<file path="config.mk">
export PLATFORM = sky130hd
export DESIGN_NAME = fetch_queue
export DESIGN_NICKNAME = d
export VERILOG_FILES = /design/src/rtl/riscv_pkg.sv /design/src/rtl/fetch_fifo.sv /design/src/rtl/fetch_queue.sv
export SDC_FILE = /design/constraint.sdc
export NUM_CORES = 1
export LEC_CHECK = 0
export BUFFER_PORTS_ARGS = -buffer_cell sky130_fd_sc_hd__buf_2
export CORE_ASPECT_RATIO = 1.75
export CORE_MARGIN = 2
export CORE_UTILIZATION = 47
export DETAILED_ROUTE_END_ITERATION = 10
export GPL_ROUTABILITY_DRIVEN = 0
export PLACE_DENSITY = 0.66
export SLEW_MARGIN = 15
export SYNTH_ARGS = -nofsm -noshare
export SYNTH_HDL_FRONTEND = slang
export SYNTH_SLANG_ARGS = --single-unit
</file>
<file path="constraint.sdc">
create_clock -name clk -period 11.2 [get_ports clk]
set_clock_uncertainty 0.1 [all_clocks]
set_input_delay 2.24 -clock clk [delete_from_list [all_inputs] [get_ports clk]]
set_output_delay 2.24 -clock clk [all_outputs]
set_load 0.01 [all_outputs]
</file>
<file path="src/rtl/riscv_pkg.sv">
`default_nettype none
// ============================================================================
// Module      : riscv_pkg
// Description : Shared core-wide constants and the fetch buffer entry type.
//               XLEN       - architectural register / address width
//               RESET_PC   - architectural PC after reset
//               IMEM_BASE  - byte offset of the instruction region in the
//                            unified memory
//               INST_BYTES - size of one instruction word in bytes
// Revision    : 1.0 - initial release
// ============================================================================
package riscv_pkg;

    localparam int unsigned     XLEN       = 32;
    localparam logic [XLEN-1:0] RESET_PC   = 32'h0000_0000;
    localparam logic [XLEN-1:0] IMEM_BASE  = 32'd256;
    localparam logic [XLEN-1:0] INST_BYTES = 32'd4;

    // One prefetched instruction together with its PC and fall-through PC.
    typedef struct packed {
        logic [XLEN-1:0] pc;
        logic [XLEN-1:0] pc4;
        logic [XLEN-1:0] inst;
    } fetch_entry_t;

    localparam int unsigned FETCH_ENTRY_W = $bits(fetch_entry_t);

    // Force an address onto an instruction-word boundary.
    function automatic logic [XLEN-1:0] word_align(input logic [XLEN-1:0] addr);
        return addr & ~(INST_BYTES - 32'd1);
    endfunction

endpackage
`default_nettype wire

</file>
<file path="src/rtl/fetch_fifo.sv">
`default_nettype none
// ============================================================================
// Module      : fetch_fifo
// Description : Registered circular buffer holding prefetched instructions.
//               The head entry is presented combinationally from storage.
//               Flush empties the buffer and takes priority over push/pop.
// Ports       : clk        in   system clock
//               rst        in   synchronous active-high reset
//               push       in   write push_data at the tail
//               push_data  in   entry to write (WIDTH bits)
//               pop        in   retire the head entry
//               flush      in   discard every entry
//               empty      out  no entry stored
//               count      out  number of stored entries (0..DEPTH)
//               head       out  oldest stored entry (undefined when empty)
// Revision    : 1.0 - initial release
// ============================================================================
module fetch_fifo #(
    parameter int unsigned WIDTH = 96,
    parameter int unsigned DEPTH = 4
) (
    input  logic                     clk,
    input  logic                     rst,
    input  logic                     push,
    input  logic [WIDTH-1:0]         push_data,
    input  logic                     pop,
    input  logic                     flush,
    output logic                     empty,
    output logic [$clog2(DEPTH):0]   count,
    output logic [WIDTH-1:0]         head
);

    localparam int unsigned PTR_W = $clog2(DEPTH);
    localparam int unsigned CNT_W = PTR_W + 1;

    logic [WIDTH-1:0] mem_q [DEPTH];
    logic [WIDTH-1:0] mem_d [DEPTH];
    logic [PTR_W-1:0] wr_ptr_q, wr_ptr_d;
    logic [PTR_W-1:0] rd_ptr_q, rd_ptr_d;
    logic [CNT_W-1:0] count_q, count_d;

    logic w_do_push;
    logic w_do_pop;

    // Pop only a stored entry; push is accepted when there is room or when
    // the head is leaving in the same cycle (full-and-streaming case).
    assign w_do_pop  = pop & (count_q != '0);
    assign w_do_push = push & (w_do_pop | (count_q != CNT_W'(DEPTH)));

    always_comb begin
        mem_d    = mem_q;
        wr_ptr_d = wr_ptr_q;
        rd_ptr_d = rd_ptr_q;
        count_d  = count_q;
        if (flush) begin
            wr_ptr_d = '0;
            rd_ptr_d = '0;
            count_d  = '0;
        end else begin
            if (w_do_push) begin
                mem_d[wr_ptr_q] = push_data;
                wr_ptr_d        = wr_ptr_q + PTR_W'(1);
            end
            if (w_do_pop) begin
                rd_ptr_d = rd_ptr_q + PTR_W'(1);
            end
            count_d = count_q + CNT_W'(w_do_push) - CNT_W'(w_do_pop);
        end
    end

    always_ff @(posedge clk) begin
        if (rst) begin
            wr_ptr_q <= '0;
            rd_ptr_q <= '0;
            count_q  <= '0;
        end else begin
            wr_ptr_q <= wr_ptr_d;
            rd_ptr_q <= rd_ptr_d;
            count_q  <= count_d;
        end
    end

    // Storage needs no reset: occupancy is tracked by count_q alone.
    always_ff @(posedge clk) begin
        mem_q <= mem_d;
    end

    assign empty = (count_q == '0);
    assign count = count_q;
    assign head  = mem_q[rd_ptr_q];

endmodule
`default_nettype wire

</file>
<file path="src/rtl/fetch_queue.sv">
`default_nettype none
// ============================================================================
// Module      : fetch_queue
// Description : Instruction fetch stage with a small prefetch buffer feeding
//               the IF/ID register. Issues one word read at a time to the
//               unified memory, buffers {pc, pc+4, inst} entries and hands
//               them to decode on a valid/ready handshake. Redirect and halt
//               flush the buffer and kill the in-flight response.
// Ports       : clk          in   system clock
//               rst          in   synchronous active-high reset
//               mem_req      out  instruction read request
//               mem_addr     out  byte address (fetch_pc + IMEM_BASE)
//               mem_gnt      in   arbiter grant
//               mem_rdata    in   read data, valid the cycle after acceptance
//               redirect     in   taken branch / jump
//               redirect_pc  in   redirect target PC
//               halt         in   EXIT decoded, sticky stop
//               inst_ready   in   decode can accept
//               inst_valid   out  head entry valid
//               inst         out  head instruction (0 when not valid)
//               inst_pc      out  head PC (0 when not valid)
//               inst_pc4     out  head PC+4 (0 when not valid)
//               halted       out  sticky halt status
// Revision    : 1.0 - initial release
// ============================================================================
module fetch_queue #(
    parameter int unsigned DEPTH     = 4,
    parameter logic [31:0] RESET_PC  = riscv_pkg::RESET_PC,
    parameter logic [31:0] IMEM_BASE = riscv_pkg::IMEM_BASE
) (
    input  logic        clk,
    input  logic        rst,
    output logic        mem_req,
    output logic [31:0] mem_addr,
    input  logic        mem_gnt,
    input  logic [31:0] mem_rdata,
    input  logic        redirect,
    input  logic [31:0] redirect_pc,
    input  logic        halt,
    input  logic        inst_ready,
    output logic        inst_valid,
    output logic [31:0] inst,
    output logic [31:0] inst_pc,
    output logic [31:0] inst_pc4,
    output logic        halted
);

    import riscv_pkg::*;

    localparam int unsigned CNT_W = $clog2(DEPTH) + 1;
    localparam int unsigned OCC_W = CNT_W + 1;

    // Architectural state
    logic [XLEN-1:0] fetch_pc_q, fetch_pc_d;
    logic [XLEN-1:0] req_pc_q,   req_pc_d;
    logic            inflight_q, inflight_d;
    logic            halted_q,   halted_d;

    logic             w_redirect;
    logic             w_kill;
    logic             w_accept;
    logic             w_push;
    logic             w_pop;
    logic             w_empty;
    logic [CNT_W-1:0] w_count;
    logic [OCC_W-1:0] w_occupancy;
    fetch_entry_t     w_push_entry;
    fetch_entry_t     w_head;

    // A redirect arriving after the halt has no effect until reset.
    assign w_redirect = redirect & ~halted_q;

    // Kill covers both the buffered entries and the response returning this
    // cycle: the read it answers was issued on the old path.
    assign w_kill = halt | w_redirect;

    // Slots already spoken for: stored entries plus the one still in memory.
    // Counting the in-flight read guarantees the buffer can never overflow.
    assign w_occupancy = {1'b0, w_count} + OCC_W'(inflight_q);

    assign mem_req  = ~rst & ~halted_q & ~halt & ~redirect
                    & (w_occupancy < OCC_W'(DEPTH));
    assign mem_addr = rst ? '0 : (fetch_pc_q + IMEM_BASE);
    assign w_accept = mem_req & mem_gnt;

    // The response is pushed in the cycle after acceptance, tagged with the
    // PC captured in req_pc_q when the read was accepted.
    assign w_push = inflight_q & ~w_kill & ~rst;

    always_comb begin
        w_push_entry      = '0;
        w_push_entry.pc   = req_pc_q;
        w_push_entry.pc4  = req_pc_q + INST_BYTES;
        w_push_entry.inst = mem_rdata;
    end

    assign inst_valid = ~rst & ~halted_q & ~w_empty;
    assign w_pop      = inst_valid & inst_ready & ~redirect & ~halt;

    assign inst     = inst_valid ? w_head.inst : '0;
    assign inst_pc  = inst_valid ? w_head.pc   : '0;
    assign inst_pc4 = inst_valid ? w_head.pc4  : '0;
    assign halted   = halted_q;

    fetch_fifo #(
        .WIDTH (FETCH_ENTRY_W),
        .DEPTH (DEPTH)
    ) u_fifo (
        .clk       (clk),
        .rst       (rst),
        .push      (w_push),
        .push_data (w_push_entry),
        .pop       (w_pop),
        .flush     (w_kill),
        .empty     (w_empty),
        .count     (w_count),
        .head      (w_head)
    );

    // Halt outranks redirect, which outranks normal sequential fetch. Since
    // mem_req is low during halt/redirect, no read is accepted in those
    // cycles, so inflight_d simply mirrors the acceptance.
    always_comb begin
        fetch_pc_d = fetch_pc_q;
        req_pc_d   = req_pc_q;
        halted_d   = halted_q;
        inflight_d = w_accept;
        if (halt) begin
            halted_d = 1'b1;
        end else if (w_redirect) begin
            fetch_pc_d = word_align(redirect_pc);
        end else if (w_accept) begin
            req_pc_d   = fetch_pc_q;
            fetch_pc_d = fetch_pc_q + INST_BYTES;
        end
    end

    always_ff @(posedge clk) begin
        if (rst) begin
            fetch_pc_q <= RESET_PC;
            req_pc_q   <= '0;
            inflight_q <= 1'b0;
            halted_q   <= 1'b0;
        end else begin
            fetch_pc_q <= fetch_pc_d;
            req_pc_q   <= req_pc_d;
            inflight_q <= inflight_d;
            halted_q   <= halted_d;
        end
    end

endmodule
`default_nettype wire
</file>
==> After elaboration in Yosys (flattened, before gate mapping) <==
Cells that the tools add are included.
{ "op_classes": {"n_reduce_logical": 8, "eq_ne": 1, "n_addsub": 8, "mux": 12, "order_cmp": 4, "n_bitwise": 25} }
{ "op_table": {"columns": ["operator", "count"], "rows": [
  ["$bwmux W384", 1],
  ["$mux W96", 3],
  ["$bmux W96 S2", 1],
  ["$demux W96 S2", 1],
  ["$mux W32", 6],
  ["$add A32 B3 Y32 const B", 2],
  ["$add A32 B9 Y32 const B", 1],
  ["$and A1 B1 Y1", 14],
  ["$not A1 Y1", 7],
  ["$ge A3 B3 Y1 const B", 2],
  ["$not A2 Y3", 2],
  ["$add A2 B1 Y2 const B", 2],
  ["$add A3 B1 Y4", 1],
  ["$lt A4 B3 Y1 const B", 1],
  ["$reduce_and A2 Y1", 2],
  ["$add A3 B1 Y3", 1],
  ["$logic_not A3 Y1", 1],
  ["$lt A3 B1 Y1 const B", 1],
  ["$ne A3 B3 Y1 const B", 1],
  ["$reduce_and A3 Y1", 1],
  ["$reduce_bool A3 Y1", 1],
  ["$sub A3 B1 Y3", 1],
  ["$or A1 B1 Y1", 2],
  ["$reduce_bool A2 Y1", 1],
  ["2 further kinds", 2]
]} }
{ "totals": {"ff_bits": 457, "in_bits": 70, "word_cells": 69, "out_inout_bits": 131} }

==> Logic depth before layout (Yosys ltp) <==
{ "depth": {"depth_word": 11, "ltp_mapped": 9, "ltp_nobuf": 8} }

==> Cells and area by module <==
Synthesis repeated with hierarchy kept, for this count alone.
{ "unflattened": {"hier_cells": 1248, "area_unflattened_um2": 19098.3} }
{ "by_module_without_submodules": {"columns": ["module", "area_per_inst_um2", "cells_each", "n_inst", "seq_area_each_um2"], "rows": [
  ["fetch_fifo", 14271.2, 547, 1, 11671.2],
  ["fetch_queue", 4827.1, 701, 1, 1241.2]
]} }

==> Worst setup path before layout <==
OpenSTA, ideal clock, no wires.
{ "synth_path": {"path_type": "input port to flip-flop", "startpoint": "in halt", "endpoint": "reg u_fifo.mem_q[0] in the netlist's numbering, enable pin", "arrival_time_ns": 5.392, "t_required_ns": 10.639, "n_path_buf": 1, "cell_stages": 6, "setup_slack_ns": 5.247, "path_cell_list": "clkbuf_2 nor4_2 and2_1 o21ai_0 nor2_1 and2_1"} }
{ "synth_between": {"elab_chain_len": 6} }
{ "synth_rtl": {"columns": ["item", "line", "source"], "rows": [
  ["from (decl)", "fetch_queue.sv:39", "input logic halt,"],
  ["$or A1 B1 Y1 / $not A1 Y1 (equally long branches)", null, null],
  ["$not A1 Y1 (no source line) / $and A1 B1 Y1 (equally long branches)", null, null],
  ["$and A1 B1 Y1 (on tied branches)", "fetch_queue.sv:88, fetch_fifo.sv:47", null],
  ["$and A1 B1 Y1 / $or A1 B1 Y1 (equally long branches)", "fetch_queue.sv:88, fetch_fifo.sv:48", null],
  ["$and A1 B1 Y1", "fetch_fifo.sv:48", "assign w_do_push = push & (w_do_pop | (count_q != CNT_W'(DEPTH)));"],
  ["$reduce_and A2 Y1 (no source line) *", null, null],
  ["to (signal assigned)", "fetch_fifo.sv:85", "mem_q <= mem_d;"],
  ["to (decl)", "fetch_fifo.sv:36", "logic [WIDTH-1:0] mem_q [DEPTH];"]
]} }
Mark *: on every way between the ends. The rest lies on a longest branch, timed or not.
A chain may end at the register's enable or synchronous reset.

==> Worst setup path in the final report <==
{ "layout_path": {"startpoint": "in rst", "endpoint": "out mem_addr[6]"} }
{ "layout_between": {"elab_chain_len": 1} }
{ "layout_rtl": {"columns": ["item", "line", "source"], "rows": [
  ["from (decl)", "fetch_queue.sv:32", "input logic rst,"],
  ["$mux W32", "fetch_queue.sv:83", "assign mem_addr = rst ? '0 : (fetch_pc_q + IMEM_BASE);"],
  ["to (decl)", "fetch_queue.sv:34", "output logic [31:0] mem_addr,"]
]} }
No other way between the ends.

==> impl_metrics.prom <==
# TYPE chip_impl_metric gauge
chip_impl_info{name="outcome",value="complete, no violations"} 1
chip_impl_metric{name="max-vdd-ir-drop",unit="mV"} 0.103
chip_impl_metric{name="arrival",unit="ns"} 4.08
chip_impl_metric{name="switchingPower",unit="uW"} 634
chip_impl_metric{name="numPortBuffers",unit=""} 192
chip_impl_metric{name="drv_cap",unit=""} 0
chip_impl_metric{name="postRouteAntennaNets",unit=""} 0
chip_impl_metric{name="power_switching_share",unit="%"} 19.2
chip_impl_metric{name="wire_length_of_the_first_global_routing_pass",unit="um"} 61500
chip_impl_metric{name="total_wirelength",unit="um"} 39700
chip_impl_metric{name="cts_resized",unit=""} 0
chip_impl_info{name="busiest_layer",value="met2"} 1
chip_impl_metric{name="worst_r2r_path_depth",unit=""} 6
chip_impl_metric{name="grt_use_met2",unit="%"} 35.8
chip_impl_info{name="holdCritPathClass",value="register to register"} 1
chip_impl_metric{name="clock_sinks",unit=""} 437
chip_impl_metric{name="core_area",unit="um2"} 39000
chip_impl_metric{name="yosysWarningCount",unit=""} 0
chip_impl_metric{name="antenna_found_initial",unit=""} 0
chip_impl_metric{name="n_antenna_cell",unit=""} 0
chip_impl_metric{name="internal_power_summed_over_all_cells",unit="uW"} 2660
chip_impl_metric{name="hold-path-cell-count",unit=""} 2
chip_impl_metric{name="tightestPinTransition",unit="ns"} 1.00
chip_impl_info{name="dominantRegCellSynth",value="sky130_fd_sc_hd__edfxtp_1"} 1
chip_impl_metric{name="postCtsSetupRepairBufs",unit=""} 0
chip_impl_info{name="cp-start-kind",value="primary input"} 1
chip_impl_metric{name="post_synth.cell_area_avg",unit="um2"} 15.1
chip_impl_metric{name="min_period",unit="ns"} 6.42
chip_impl_metric{name="timing.reg2reg.setup_slack",unit="ns"} 7.49
chip_impl_metric{name="synth_seq_area_share",unit="%"} 67.1
chip_impl_metric{name="slew_violations",unit=""} 0
chip_impl_metric{name="die_ht",unit="um"} 267
chip_impl_info{name="worst_hold_startpoint",value="req_pc_q[19]"} 1
chip_impl_metric{name="power_density",unit="nW/um2"} 155
chip_impl_metric{name="yosys.area.top_type_share",unit="%"} 59.7
chip_impl_metric{name="critPathMaxFanout",unit=""} 62
chip_impl_metric{name="detailedRoute.firstIterationViolations",unit=""} 798
chip_impl_metric{name="fp-row-count",unit=""} 96
chip_impl_metric{name="crit_share_post_route",unit="%"} 57.3
chip_impl_metric{name="final_nets",unit=""} 1477
chip_impl_info{name="crit_path_end_kind",value="output pin"} 1
chip_impl_metric{name="dp_hpwl",unit="um"} 24300
chip_impl_metric{name="synth_edf_count",unit=""} 368
chip_impl_info{name="synthDominantAreaCellType",value="sky130_fd_sc_hd__edfxtp_1"} 1
chip_impl_metric{name="grt_pass1_vias",unit=""} 10988
chip_impl_info{name="crit_path_category",value="primary input to output pin"} 1
chip_impl_info{name="r2r_start",value="halted"} 1
chip_impl_metric{name="synth_area",unit="um2"} 18500
chip_impl_metric{name="power.leakage",unit="uW"} 0.00727
chip_impl_metric{name="synth_cell_type_count",unit=""} 66
chip_impl_info{name="reg2reg_to",value="u_fifo.mem_q[192]"} 1
chip_impl_info{name="clockRootBuffer",value="sky130_fd_sc_hd__clkbuf_16"} 1
chip_impl_metric{name="routed_via_count_divided_by_cell_count",unit=""} 5.59
chip_impl_info{name="tritoncts_clock_tree",value="done"} 1
chip_impl_metric{name="hold_ws",unit="ns"} 0.437
chip_impl_metric{name="grt.met3_usage",unit="%"} 3.13
chip_impl_metric{name="asyncSetResetFlopFracSynth",unit="%"} 0
chip_impl_metric{name="drive_gt1_share",unit="%"} 27.3
chip_impl_metric{name="power_frac_seq",unit="%"} 53.4
chip_impl_metric{name="postSynthCellCount",unit=""} 1225
chip_impl_metric{name="remaining_drc_errors",unit=""} 0
chip_impl_metric{name="num_vias",unit=""} 10713
chip_impl_metric{name="clock_latency_on_the_worst_skew_pair",unit="ns"} 0.54
chip_impl_metric{name="layout.core_utilization",unit="%"} 54.5
chip_impl_metric{name="clock_power_share",unit="%"} 44.6
chip_impl_metric{name="tritoncts.num_buffers",unit=""} 40
chip_impl_metric{name="max_slew_margin",unit="%"} 33.2
chip_impl_metric{name="post_drt_wl_per_cell",unit="um"} 20.7
chip_impl_metric{name="finalSetupViolations",unit=""} 0
chip_impl_info{name="hold_end",value="req_pc_q[19]"} 1
chip_impl_metric{name="die_x",unit="um"} 154
chip_impl_metric{name="start_util",unit="%"} 47.4
chip_impl_metric{name="grt_start_max_net_pins",unit=""} 94
chip_impl_metric{name="fillCellCount",unit=""} 3177
chip_impl_info{name="rsz0062_at_grt",value="false"} 1
chip_impl_metric{name="cts.hold.buffers_added",unit=""} 0
chip_impl_metric{name="htree_levels",unit=""} 2
chip_impl_metric{name="setup-tns-final",unit="ns"} 0
chip_impl_info{name="ys_top_cells_by_area",value="sky130_fd_sc_hd__edfxtp_1, sky130_fd_sc_hd__mux4_2, sky130_fd_sc_hd__dfxtp_1"} 1
chip_impl_metric{name="detail_route.first_pass.iterations",unit=""} 5
chip_impl_metric{name="grt_usage",unit="%"} 19.4
chip_impl_metric{name="io_pins",unit=""} 201
chip_impl_metric{name="flip_flop_and_latch_count_after_synthesis",unit=""} 437
chip_impl_metric{name="floorplan.die_area",unit="um2"} 41100
chip_impl_metric{name="path_clk_slew",unit="ns"} 0.06
chip_impl_metric{name="fmax",unit="GHz"} 0.156
chip_impl_metric{name="gr-usage-met1",unit="%"} 22.5
chip_impl_metric{name="finalHoldViolCount",unit=""} 0
chip_impl_metric{name="grt.overflow.total",unit=""} 0
chip_impl_metric{name="synthToLayoutAreaGrowth",unit="%"} 15.0
chip_impl_metric{name="cp.required",unit="ns"} 8.86
chip_impl_metric{name="clockBufferDepth",unit=""} 3
chip_impl_metric{name="power_frac_comb",unit="%"} 2.0
==> layout make-up <==
cell class	instances	area, um2	share of cell area (%)
Inverter	19	72.6	0.341
Clock buffer	48	1060	4.99
Clock inverter	24	357	1.68
Tap cell	490	613	2.88
Multi-Input combinational cell	692	5670	26.6
Timing Repair Buffer	207	1070	5.04
Sequential cell	437	12400	58.4
==> layout by cell type (no fill, tap or decap), types with 8 or more instances in the layout <==
| master | count |
|---|---|
| sky130_fd_sc_hd__a21oi_1 | 66 |
| sky130_fd_sc_hd__and2_1 | 100 |
| sky130_fd_sc_hd__buf_2 | 192 |
| sky130_fd_sc_hd__buf_4 | 15 |
| sky130_fd_sc_hd__bufinv_16 | 9 |
| sky130_fd_sc_hd__clkbuf_16 | 41 |
| sky130_fd_sc_hd__clkinv_2 | 9 |
| sky130_fd_sc_hd__dfxtp_1 | 67 |
| sky130_fd_sc_hd__edfxtp_1 | 368 |
| sky130_fd_sc_hd__ha_1 | 9 |
| sky130_fd_sc_hd__inv_1 | 18 |
| sky130_fd_sc_hd__mux4_2 | 92 |
| sky130_fd_sc_hd__nand2_1 | 116 |
| sky130_fd_sc_hd__nand3_1 | 22 |
| sky130_fd_sc_hd__nand4_1 | 20 |
| sky130_fd_sc_hd__nor2_1 | 59 |
| sky130_fd_sc_hd__nor3_1 | 19 |
| sky130_fd_sc_hd__nor4_1 | 8 |
| sky130_fd_sc_hd__o21ai_0 | 24 |
| sky130_fd_sc_hd__o32ai_1 | 9 |
| sky130_fd_sc_hd__xnor2_1 | 35 |
| sky130_fd_sc_hd__xor2_1 | 17 |
==> flip-flops by register name (all words and copies together) (netlist names) <==
name,flops
halted,1
u_fifo.rd_ptr_q,2
req_pc_q,30
inflight_q,1
u_fifo.mem_q,368
fetch_pc_q,30
u_fifo.wr_ptr_q,2
u_fifo.count,3
==> stage by stage <==
step	setup slack, ns	cells	power (uW)	instance area, um2
floorplan	5.25	1230	1840	18500
global placement	4.77	1845	1860	19900
detailed placement	4.76	1845	1860	19900
CTS	4.76	1917	3330	21300
global route	4.63	1917	3390	21300
finish	4.78	1917	3300	21300
==> cell families (layout without fill, tap and decap cells) <==
logic type,Yosys count,count (layout),synth area share (%)
DFF,437,437,67.1
and+or+nand+nor,392,392,11.1
AOI/OAI and AO/OA,138,138,4.77
buffers and inverters,101,298,2.51
muxes,94,94,11.3
xor gates and xnor gates,52,52,2.46
adders and majority gates,10,10,0.716
other,1,6,0.0202
==> worst max-delay path, cell delays in order <==
cell,delay (ns)
sky130_fd_sc_hd__buf_2,0.49
sky130_fd_sc_hd__buf_4,0.63
sky130_fd_sc_hd__inv_1,0.34
sky130_fd_sc_hd__nand2_1,0.17
sky130_fd_sc_hd__inv_1,0.05
sky130_fd_sc_hd__buf_2,0.13
==> cell usage after synthesis (2+ instances only) <==
master / count
sky130_fd_sc_hd__edfxtp_1: 368
sky130_fd_sc_hd__nand2_1: 116
sky130_fd_sc_hd__and2_1: 104
sky130_fd_sc_hd__mux4_2: 92
sky130_fd_sc_hd__dfxtp_1: 69
sky130_fd_sc_hd__a21oi_1: 66
sky130_fd_sc_hd__nor2_1: 59
sky130_fd_sc_hd__clkbuf_1: 41
sky130_fd_sc_hd__xnor2_1: 35
sky130_fd_sc_hd__buf_2: 24
sky130_fd_sc_hd__o21ai_0: 24
sky130_fd_sc_hd__nand3_1: 22
sky130_fd_sc_hd__nand4_1: 20
sky130_fd_sc_hd__nor3_1: 20
sky130_fd_sc_hd__inv_1: 18
sky130_fd_sc_hd__xor2_1: 17
sky130_fd_sc_hd__ha_1: 9
sky130_fd_sc_hd__o32ai_1: 9
sky130_fd_sc_hd__buf_4: 8
sky130_fd_sc_hd__nor4_1: 8
sky130_fd_sc_hd__nor2b_1: 7
sky130_fd_sc_hd__and3_1: 6
sky130_fd_sc_hd__or3_1: 6
sky130_fd_sc_hd__buf_1: 5
sky130_fd_sc_hd__nor4_2: 4
sky130_fd_sc_hd__o31a_1: 4
sky130_fd_sc_hd__o31ai_1: 4
sky130_fd_sc_hd__a211oi_1: 3
sky130_fd_sc_hd__a31oi_1: 3
sky130_fd_sc_hd__a32o_1: 3
sky130_fd_sc_hd__and4_1: 3
sky130_fd_sc_hd__buf_6: 3
sky130_fd_sc_hd__nand2b_1: 3
sky130_fd_sc_hd__a211oi_2: 2
sky130_fd_sc_hd__a22o_1: 2
sky130_fd_sc_hd__a311o_1: 2
sky130_fd_sc_hd__mux2i_1: 2
sky130_fd_sc_hd__o221ai_1: 2
sky130_fd_sc_hd__o22ai_1: 2
sky130_fd_sc_hd__o41ai_1: 2
sky130_fd_sc_hd__or2_1: 2
sky130_fd_sc_hd__or2_2: 2
==> power groups by stage <==
stage	Sequential [uW]	Combinational (uW)	Clock (uW)
finish	1760	67.2	1470
global route	1760	74.3	1560
CTS	1760	67.2	1500
detailed placement	1800	66.8	0
global placement	1800	65.3	0
floorplan	1790	44.3	0
==> layer usage <==
layer | routed length (um) | vias to the layer above | part of all wire [%]
met5 | 0 | - | 0
met4 | 1510 | 0 | 3.8
met3 | 1990 | 81 | 5.0
met2 | 21100 | 322 | 53
met1 | 15100 | 5325 | 38
li1 | - | 4985 | -
==> worst max-delay path by stage <==
stage               startpoint         endpoint  slack (ns)  depth (start not counted)
finish                     rst      mem_addr[6]        4.78                          6
detailed placement         rst      mem_addr[6]        4.76                          6
floorplan                 halt  u_fifo.mem_q[0]        5.25                          6
CTS                        rst      mem_addr[6]        4.76                          6
global route               rst      mem_addr[5]        4.63                          6
global placement           rst      mem_addr[5]        4.77                          6
No activity file was read; power rests on OpenSTA's default activity.
